<file path="config.mk">
export PLATFORM = sky130hd
export DESIGN_NAME = ser_frame_tx_flat
export DESIGN_NICKNAME = d
export VERILOG_FILES = /design/src/rtl/ser_frame_tx_pkg.sv /design/src/rtl/ser_frame_tx_if.sv /design/src/rtl/ser_frame_tx_fifo.sv /design/src/rtl/ser_frame_tx.sv /design/src/flat_wrapper.sv
export SDC_FILE = /design/constraint.sdc
export NUM_CORES = 1
export LEC_CHECK = 0
export BUFFER_PORTS_ARGS = -buffer_cell sky130_fd_sc_hd__buf_4
export CORE_MARGIN = 2
export CORE_UTILIZATION = 30
export DETAILED_ROUTE_END_ITERATION = 8
export PLACE_DENSITY = 0.48
export SYNTH_ARGS = -nofsm -noshare
export SYNTH_HDL_FRONTEND = slang
export SYNTH_SLANG_ARGS = --single-unit
</file>
<file path="constraint.sdc">
create_clock -name clk -period 2.8 [get_ports clk]
set_clock_uncertainty 0.05 [all_clocks]
set_input_delay 0 -clock clk [delete_from_list [all_inputs] [get_ports clk]]
set_output_delay 0 -clock clk [all_outputs]
set_load 0.1 [all_outputs]
</file>
<file path="src/rtl/ser_frame_tx_pkg.sv">
// Shared types and line levels for the framed serial transmitter.
package serdes_pkg;

  typedef enum logic [2:0] {
    IDLE,
    START,
    DATA,
    PARITY,
    STOP
  } tx_state_t;

  localparam logic START_BIT  = 1'b0;
  localparam logic STOP_BIT   = 1'b1;
  localparam logic IDLE_LEVEL = 1'b1;

endpackage

</file>
<file path="src/rtl/ser_frame_tx_if.sv">
// Byte valid/ready handshake into the framed serial transmitter.
interface ser_frame_tx_if #(
  parameter int DATA_W = 8
) ();

  logic [DATA_W-1:0] in_data;
  logic              in_valid;
  logic              in_ready;

  modport master (output in_data, output in_valid, input in_ready);
  modport slave  (input in_data, input in_valid, output in_ready);

endinterface

</file>
<file path="src/rtl/ser_frame_tx_fifo.sv">
// First-word-fall-through byte FIFO; full/empty derive from the registered level.
module sync_byte_fifo #(
  parameter int DATA_W     = 8,
  parameter int FIFO_DEPTH = 4
) (
  input  logic                          clk,
  input  logic                          reset,
  input  logic                          push,
  input  logic [DATA_W-1:0]             wdata,
  input  logic                          pop,
  output logic [DATA_W-1:0]             rdata,
  output logic                          full,
  output logic                          empty,
  output logic [$clog2(FIFO_DEPTH):0]   level
);

  localparam int AW = $clog2(FIFO_DEPTH);
  localparam int LW = AW + 1;

  logic [DATA_W-1:0] mem [FIFO_DEPTH];
  logic [AW-1:0]     wr_ptr;
  logic [AW-1:0]     rd_ptr;
  logic              do_push;
  logic              do_pop;

  assign full    = (level == LW'(FIFO_DEPTH));
  assign empty   = (level == '0);
  assign do_push = push && !full;
  assign do_pop  = pop && !empty;
  assign rdata   = mem[rd_ptr];

  // Storage is not reset; the pointers and level alone define the flushed state.
  always_ff @(posedge clk) begin
    if (do_push) begin
      mem[wr_ptr] <= wdata;
    end
  end

  always_ff @(posedge clk or posedge reset) begin
    if (reset) begin
      wr_ptr <= '0;
      rd_ptr <= '0;
      level  <= '0;
    end else begin
      if (do_push) wr_ptr <= wr_ptr + 1'b1;
      if (do_pop)  rd_ptr <= rd_ptr + 1'b1;
      case ({do_push, do_pop})
        2'b10:   level <= level + 1'b1;
        2'b01:   level <= level - 1'b1;
        default: level <= level;
      endcase
    end
  end

endmodule

</file>
<file path="src/rtl/ser_frame_tx.sv">
// Framed serial transmitter: start, DATA_W bits LSB first, optional even parity, stop.
// Build option: define SER_FRAME_PARITY_EN to insert the parity bit.
module ser_frame_tx
  import serdes_pkg::*;
#(
  parameter int DATA_W     = 8,
  parameter int FIFO_DEPTH = 4,
  parameter int BIT_DIV    = 4
) (
  input  logic                        clk,
  input  logic                        reset,
  ser_frame_tx_if.slave               in_if,
  output logic                        ser_out,
  output logic                        ser_busy,
  output logic                        frame_done,
  output logic [$clog2(FIFO_DEPTH):0] fifo_level
);

  localparam int CW = (BIT_DIV > 1) ? $clog2(BIT_DIV) : 1;
  localparam int IW = (DATA_W > 1) ? $clog2(DATA_W) : 1;
  localparam logic [CW-1:0] CNT_LAST = CW'(BIT_DIV - 1);
  localparam logic [CW-1:0] CNT_PRE  = CW'(BIT_DIV - 2);
  localparam logic [IW-1:0] IDX_LAST = IW'(DATA_W - 1);
  localparam logic          DONE_ON_ENTRY = (BIT_DIV == 1);

  tx_state_t         state;
  logic [CW-1:0]     bit_cnt;
  logic [IW-1:0]     bit_idx;
  logic [DATA_W-1:0] shift;
  logic [DATA_W-1:0] head;
  logic              full;
  logic              empty;
  logic              pop;
  logic              bit_last;
`ifdef SER_FRAME_PARITY_EN
  logic              parity;
`endif

  assign in_if.in_ready = !full;
  assign bit_last       = (bit_cnt == CNT_LAST);
  assign pop            = !empty && ((state == IDLE) || (state == STOP && bit_last));

  sync_byte_fifo #(
    .DATA_W     (DATA_W),
    .FIFO_DEPTH (FIFO_DEPTH)
  ) u_fifo (
    .clk   (clk),
    .reset (reset),
    .push  (in_if.in_valid),
    .wdata (in_if.in_data),
    .pop   (pop),
    .rdata (head),
    .full  (full),
    .empty (empty),
    .level (fifo_level)
  );

  always_ff @(posedge clk or posedge reset) begin
    if (reset) begin
      state      <= IDLE;
      ser_out    <= IDLE_LEVEL;
      ser_busy   <= 1'b0;
      frame_done <= 1'b0;
      bit_cnt    <= '0;
      bit_idx    <= '0;
      shift      <= '0;
`ifdef SER_FRAME_PARITY_EN
      parity     <= 1'b0;
`endif
    end else begin
      frame_done <= 1'b0;
      case (state)
        IDLE: begin
          if (!empty) begin
            shift    <= head;
            state    <= START;
            ser_out  <= START_BIT;
            ser_busy <= 1'b1;
            bit_cnt  <= '0;
          end
        end
        START: begin
          if (bit_last) begin
            state   <= DATA;
            ser_out <= shift[0];
            bit_cnt <= '0;
            bit_idx <= '0;
`ifdef SER_FRAME_PARITY_EN
            parity  <= shift[0];
`endif
          end else begin
            bit_cnt <= bit_cnt + 1'b1;
          end
        end
        DATA: begin
          if (bit_last) begin
            bit_cnt <= '0;
            if (bit_idx == IDX_LAST) begin
              bit_idx <= '0;
`ifdef SER_FRAME_PARITY_EN
              state   <= PARITY;
              ser_out <= parity;
`else
              state      <= STOP;
              ser_out    <= STOP_BIT;
              frame_done <= DONE_ON_ENTRY;
`endif
            end else begin
              // Shift ahead so shift[1] is always the next bit to send.
              bit_idx <= bit_idx + 1'b1;
              shift   <= shift >> 1;
              ser_out <= shift[1];
`ifdef SER_FRAME_PARITY_EN
              parity  <= parity ^ shift[1];
`endif
            end
          end else begin
            bit_cnt <= bit_cnt + 1'b1;
          end
        end
        PARITY: begin
          if (bit_last) begin
            state      <= STOP;
            ser_out    <= STOP_BIT;
            frame_done <= DONE_ON_ENTRY;
            bit_cnt    <= '0;
          end else begin
            bit_cnt <= bit_cnt + 1'b1;
          end
        end
        STOP: begin
          if (bit_last) begin
            bit_cnt <= '0;
            if (!empty) begin
              shift   <= head;
              state   <= START;
              ser_out <= START_BIT;
            end else begin
              state    <= IDLE;
              ser_busy <= 1'b0;
            end
          end else begin
            // Registered pulse: raise it one clk early so it lands on the final stop clk.
            bit_cnt    <= bit_cnt + 1'b1;
            frame_done <= (bit_cnt == CNT_PRE);
          end
        end
        default: begin
          state    <= IDLE;
          ser_out  <= IDLE_LEVEL;
          ser_busy <= 1'b0;
        end
      endcase
    end
  end

endmodule

</file>
<file path="src/flat_wrapper.sv">
// flat-port wrapper written by rule: the top's interface ports become plain ports
module ser_frame_tx_flat import serdes_pkg::*;
#(
  parameter int DATA_W     = 8,
  parameter int FIFO_DEPTH = 4,
  parameter int BIT_DIV    = 4
)
  (clk, reset, ser_out, ser_busy, frame_done, fifo_level, in_if_in_data, in_if_in_valid, in_if_in_ready);
  ser_frame_tx_if #(.DATA_W(DATA_W)) in_if_i ();
  input  logic clk;
  input  logic reset;
  output logic ser_out;
  output logic ser_busy;
  output logic frame_done;
  output logic [$clog2(FIFO_DEPTH):0] fifo_level;
  input wire logic [$bits(in_if_i.in_data)-1:0] in_if_in_data;
  input wire logic [$bits(in_if_i.in_valid)-1:0] in_if_in_valid;
  output wire logic [$bits(in_if_i.in_ready)-1:0] in_if_in_ready;
  assign in_if_i.in_data = in_if_in_data;
  assign in_if_i.in_valid = in_if_in_valid;
  assign in_if_in_ready = in_if_i.in_ready;
  ser_frame_tx #(.DATA_W(DATA_W), .FIFO_DEPTH(FIFO_DEPTH), .BIT_DIV(BIT_DIV)) u_core (.clk(clk), .reset(reset), .in_if(in_if_i), .ser_out(ser_out), .ser_busy(ser_busy), .frame_done(frame_done), .fifo_level(fifo_level));
endmodule
</file>
==> impl_metrics.json, run 1 <==
{
  "area_growth_pct": 22.3,
  "p_total_w": 0.00378,
  "grt_pass1_vias": 1503,
  "finalCritPeriodShare_pct": 88.7,
  "setup_tns_ns": 0,
  "combPwrFrac_pct": 39.3,
  "synthArstFlopShare_pct": 44.8,
  "cts_root_buf": "clkbuf_8",
  "ys_seq_area_share_pct": 62.2,
  "grt.overflow.total": 0,
  "rows": 33,
  "yosysTopAreaCell": "edfxtp_1",
  "hp-start": "in_if_in_data[7]",
  "max_freq_mhz": 403,
  "synth_nets": 194,
  "drive_above_1_share_pct": 32.4,
  "avgSynthCellArea_um2": 15.0,
  "p_clk_share_pct": 22.9,
  "antenna_left": 0,
  "p_int_w": 0.00237,
  "regToRegStartpoint": "u_core.bit_cnt[1]",
  "num_vias": 1477,
  "met2_usage_pct": 15.3,
  "grt_usage_pct": 10.5,
  "drc": 0,
  "detailed_place_hpwl_um": 2960,
  "arrival_ns": 2.65,
  "yosysMostFrequentCell": "edfxtp_1",
  "place_congestion": 0.712,
  "initial_utilization_pct": 31.3,
  "swShare_pct": 37.3,
  "end_kind": "flop",
  "clock-sinks": 58,
  "startpoint": "u_core.bit_cnt[1]",
  "drt_first_pass_iters": 4,
  "grt_max_degree": 27,
  "antenna_found_initial": 0,
  "gr-usage-met1_pct": 13.9,
  "power.density_nw_per_um2": 1190,
  "synth_cell_types": 36,
  "worst_pin_slew_ns": 1.00,
  "ys.flop_type": "edfxtp_1",
  "numPortBuffers": 17,
  "start_kind": "flop",
  "cp.required_ns": 2.97,
  "min_period_ns": 2.48,
  "hold_class": "input pin to flop",
  "final_nets": 229,
  "wire_per_inst_um": 13.8,
  "diodes": 0,
  "cts_setup_buffers": 0,
  "grt_pass1_wl_um": 7550,
  "synthTopCellsByCount": "edfxtp_1, dfrtp_1, mux2_2, nor2_1, ha_1",
  "drt-total-wl_um": 4390,
  "hold_slack_ns": 0.353,
  "yosysWarnings": 0,
  "path_clk_slew_ns": 0.07,
  "die_w_um": 97.0,
  "grt_busiest_layer": "met2",
  "netlist_instances": 173,
  "h-tree-depth": 3,
  "grt_setup_unrepaired": "no",
  "clk_latency_ns": 0.34,
  "synth_top_area_share_pct": 37.0,
  "grt.met3_usage_pct": 2.17,
  "ys_top_cells_by_area": "edfxtp_1, dfrtp_1, mux2_2, mux4_2, ha_1",
  "crit_fanout": 10,
  "synth_seq_cells": 58,
  "slew-limit-headroom_pct": 33.0,
  "core-area_um2": 8300,
  "ir_drop_mv": 0.495,
  "status": "finished, final reports clean",
  "drtIter0Drc": 63,
  "switchingPower_w": 0.00141,
  "setup_viol": 0,
  "io_pins": 18,
  "via_per_inst": 4.64,
  "syn_area_um2": 2590,
  "die_h_um": 97.0,
  "cts_buffer_depth": 2,
  "pwr-share-seq_pct": 37.9,
  "cap_violations": 0,
  "synth_edf_count": 32,
  "p_leak_nw": 1.23,
  "crit_type": "flop to flop",
  "drv_slew": 0,
  "die_area_um2": 9410,
  "hold_viol": 0,
  "cts_buffers": 9,
  "cts_tree": "built"
}
-- path summary, 6_finish.rpt --
| kind | to | slack, ns | depth (start not counted) |
|---|---|---|---|
| max | u_core.u_fifo.level[1] | 0.32 | 6 |
| min | u_core.u_fifo.mem[3][7] | 0.35 | 2 |
| min reg2reg | u_core.shift[5] | 0.45 | 1 |
| min in group asynchronous | u_core.ser_busy | 0.42 | 3 |
| max in group asynchronous | u_core.u_fifo.level[2] | 1.60 | 3 |
| max reg2reg | u_core.u_fifo.level[1] | 0.32 | 6 |
-- registers in the layout (all words and copies together) (netlist names) --
signal	cells
u_core.state	3
u_core.u_fifo.rd_ptr	2
u_core.frame_done	1
u_core.u_fifo.mem	32
u_core.ser_out	1
u_core.shift	8
u_core.u_fifo.wr_ptr	2
u_core.ser_busy	1
u_core.bit_idx	3
u_core.u_fifo.level	3
u_core.bit_cnt	2
-- routing by layer --
layer	up-vias	routed length (um)
met5	-	0
met4	0	130
met3	9	108
met2	29	2050
met1	724	2100
li1	715	-
-- power groups by stage --
stage                     combinational (W)  sequential, W  clock, W
after floorplan                     0.00103        0.00160         0
after global placement              0.00150        0.00145         0
after detailed placement            0.00150        0.00146         0
after CTS                           0.00151        0.00144  0.000887
after global routing                0.00165        0.00148  0.000932
final                               0.00148        0.00143  0.000864
-- metrics by stage --
| stage | worst slack, ns | std cells | area [um^2] | util [%] |
|---|---|---|---|---|
| finish | 0.316 | 318 | 3170 | 38.2 |
| floorplan | 0.118 | 173 | 2600 | - |
| global route | 0.153 | 318 | 3170 | 38.2 |
| CTS | 0.299 | 318 | 3170 | 38.2 |
| detailed placement | 0.328 | 292 | 2850 | 34.3 |
| global placement | 0.420 | 292 | 2850 | 34.3 |
-- cells in the final DEF, fill, tap and decap left out, drive strengths merged, types with 2 or more instances in the layout --
master / Yosys / routed
a211oi: 2 / 2
a21oi: 5 / 5
a22oi: 2 / 2
and3: 5 / 5
buf: 4 / 20
bufinv: 0 / 2
clkbuf: 2 / 9
clkinv: 0 / 2
clkinvlp: 0 / 2
dfrtp: 25 / 25
dlygate4sd3: 0 / 10
edfxtp: 32 / 32
ha: 9 / 9
inv: 7 / 8
mux2: 17 / 17
mux4: 9 / 9
nand2: 8 / 8
nand3: 2 / 2
nor2: 11 / 11
nor2b: 3 / 3
nor3: 4 / 4
o21ai: 7 / 7
xnor2: 4 / 4
xor2: 2 / 2
-- critical path: stages, from the launching register on --
cell and delay [ns]:
dfrtp_1 0.39, ha_1 0.38, nor2b_1 0.13, nor3_1 0.43, ha_1 0.30, fa_1 0.42
mux2_2 0.26
-- kinds of logic (layout without fill, tap and decap cells) --
| group | after synthesis | count (layout) | share of synthesized area (%) |
|---|---|---|---|
| AND/OR/NAND/NOR | 38 | 38 | 7.62 |
| flip-flops | 58 | 58 | 62.2 |
| XOR/XNOR | 6 | 6 | 2.03 |
| buffers and inverters | 13 | 53 | 2.31 |
| multiplexers | 26 | 26 | 15.3 |
| AO/OA/AOI/OAI | 22 | 22 | 5.45 |
| adder cells (fa/ha/maj) | 10 | 10 | 5.11 |
-- final cells by class --
| type | count | area [um^2] |
|---|---|---|
| fillers | 782 | 5120 |
| flip-flops and latches | 58 | 1620 |
| multi-input cells | 102 | 925 |
| repair buffers | 30 | 250 |
| well taps | 105 | 131 |
| clock buffers | 9 | 124 |
| clock inverters | 7 | 101 |
| inverters | 7 | 26.3 |
-- what timing repair did --
action,4_1_cts,5_1_grt
endpoints found under the hold margin,58,0
hold buffers,10,0
resized for setup,0,0
Power figures use the tool's default switching activity.
==> inputs of run 2 (changes only) <==
==> constraint.sdc (replaced) <==
create_clock -name clk -period 2.8 [get_ports clk]
set_clock_uncertainty 0.05 [all_clocks]
set_input_delay 0.7 -clock clk [delete_from_list [all_inputs] [get_ports clk]]
set_output_delay 0.7 -clock clk [all_outputs]
set_load 0.1 [all_outputs]
==> run 2 against run 1 <==
Against the previous run: critical path depth stayed put; routed wire length is 3.2% higher; register-to-register slack hardly changed; worst hold slack better by 0.025 ns; first-iteration DRC count is 16% lower; critical path type unchanged.
==> impl_metrics.json, run 2 (synthesis gave the netlist of run 1 again) <==
{
  "core-area_um2": 8300,
  "pre_cts_ws_ns": 0.339,
  "grt_usage_pct": 10.5,
  "io_pins": 18,
  "ir_drop_mv": 0.415,
  "drt_first_pass_iters": 4,
  "crit_fanout": 10,
  "dp.cells": 293,
  "min_period_ns": 2.48,
  "grt_pass1_vias": 1477,
  "grt_pass1_wl_um": 7680,
  "cp.required_ns": 2.97,
  "cts-hold-fix-buffers": 0,
  "cap_violations": 0,
  "worst_pin_slew_ns": 0.590,
  "regToRegStartpoint": "u_core.bit_cnt[0]",
  "drv_slew": 0,
  "start_kind": "flop",
  "slew-limit-headroom_pct": 60.6,
  "met1_length_um": 2110,
  "clk_latency_ns": 0.33,
  "regMostFlops": "u_core.u_fifo.mem",
  "r2r_slack_ns": 0.32,
  "path_clk_slew_ns": 0.07,
  "grt_max_degree": 27,
  "cp_slowest_cell": "nor3_1",
  "final_nets": 220,
  "cpMostUsedCell": "ha_1",
  "arrival_ns": 2.65,
  "wl_met3_um": 95,
  "crit_type": "flop to flop",
  "via_per_inst": 4.70,
  "rows": 33,
  "die_w_um": 97.0,
  "rr_worst_depth": 6,
  "die_h_um": 97.0,
  "slowest_delay_ns": 0.45,
  "cts_buffer_depth": 2,
  "cts_root_buf": "clkbuf_8",
  "antenna_found_initial": 0,
  "hold_class": "input pin to asynchronous set/reset pin",
  "detailed_place_hpwl_um": 3000,
  "clock-sinks": 58,
  "drive_above_1_share_pct": 33.8,
  "finalCritPeriodShare_pct": 88.6,
  "wl_met2_um": 2210,
  "rr_endpoint": "u_core.u_fifo.level[1]",
  "initial_utilization_pct": 31.3,
  "h-tree-depth": 3,
  "grt.overflow.total": 0,
  "largest_registers": "u_core.u_fifo.mem (32), u_core.shift (8)",
  "end_kind": "flop",
  "area_growth_pct": 16.6,
  "setup_tns_ns": 0,
  "max_freq_mhz": 403,
  "final_cells": 309,
  "die_area_um2": 9410,
  "wire_per_inst_um": 14.7,
  "place_congestion": 0.723,
  "num_vias": 1452,
  "grt_setup_unrepaired": "no",
  "largest_register_ffs": 32,
  "drt-total-wl_um": 4530,
  "highest_layer": "met4",
  "cts_tree": "built",
  "cts_setup_buffers": 0,
  "numPortBuffers": 17,
  "status": "finished, final reports clean",
  "fin_ws_ns": 0.318,
  "setup_viol": 0,
  "drc": 0,
  "power.density_nw_per_um2": 1190,
  "p_leak_nw": 1.17,
  "cts_buffers": 9,
  "antenna_left": 0,
  "diodes": 0,
  "final_cell_mix": "edfxtp_1, dfrtp_1, buf_4",
  "drtIter0Drc": 53,
  "cp_top_family": "adder cells",
  "worstPathCellList": "ha_1, nor2b_1, nor3_1, ha_1, fa_1, mux2_2",
  "post_cts_resized": 0,
  "mostFrequentLayoutCell": "edfxtp_1",
  "hold_viol": 0,
  "path_buf_inv": 0
}
==> run 2: how the worst max path moves through the flow <==
| stage | cells past startpoint | to | startpoint | slack [ns] |
|---|---|---|---|---|
| floorplan | 9 | u_core.u_fifo.level[2] | u_core.u_fifo.level[1] | 0.12 |
| CTS | 6 | u_core.u_fifo.level[1] | u_core.bit_cnt[0] | 0.31 |
| detailed placement | 6 | u_core.u_fifo.level[1] | u_core.bit_cnt[0] | 0.34 |
| global placement | 6 | u_core.u_fifo.level[1] | u_core.bit_cnt[0] | 0.42 |
| global route | 6 | u_core.u_fifo.level[1] | u_core.bit_cnt[0] | 0.14 |
| finish | 6 | u_core.u_fifo.level[1] | u_core.bit_cnt[0] | 0.32 |
==> run 2: layout make-up <==
cell class	instances	area [um^2]
fill	819	5270
multi-input combinational	102	925
tap	105	131
sequential	58	1620
clock buffer	9	124
timing repair buffer	21	158
inverter	7	26.3
clock inverter	7	46.3
==> run 2: where the power goes <==
group          internal [W]  leakage [nW]  total (W)  switching [W]
combinational      0.000654         0.495    0.00149       0.000834
clock              0.000317        0.0826   0.000666       0.000349
sequential          0.00120         0.596    0.00143       0.000231
==> run 2: layer usage <==
layer | GRT usage (%) | up-vias
met5 | 0 | -
met4 | 6.18 | 0
met3 | 2.17 | 11
met2 | 16.6 | 16
met1 | 13.4 | 726
li1 | - | 699
==> run 2: stage by stage <==
step           utilization, %  hold WS (ns)  total power [W]  cell area (um^2)
2_1_floorplan               -         0.423          0.00263              2600
3_3_place_gp             34.4         0.435          0.00295              2860
3_5_place_dp             34.4         0.442          0.00296              2860
4_1_cts                  36.5         0.374          0.00365              3030
5_1_grt                  36.5         0.421          0.00385              3030
6_report                 36.5         0.378          0.00359              3030
==> run 2: worst min-delay path, stage by stage <==
cell and delay, ns:
buf_4 0.11, inv_1 0.04, buf_4 0.32
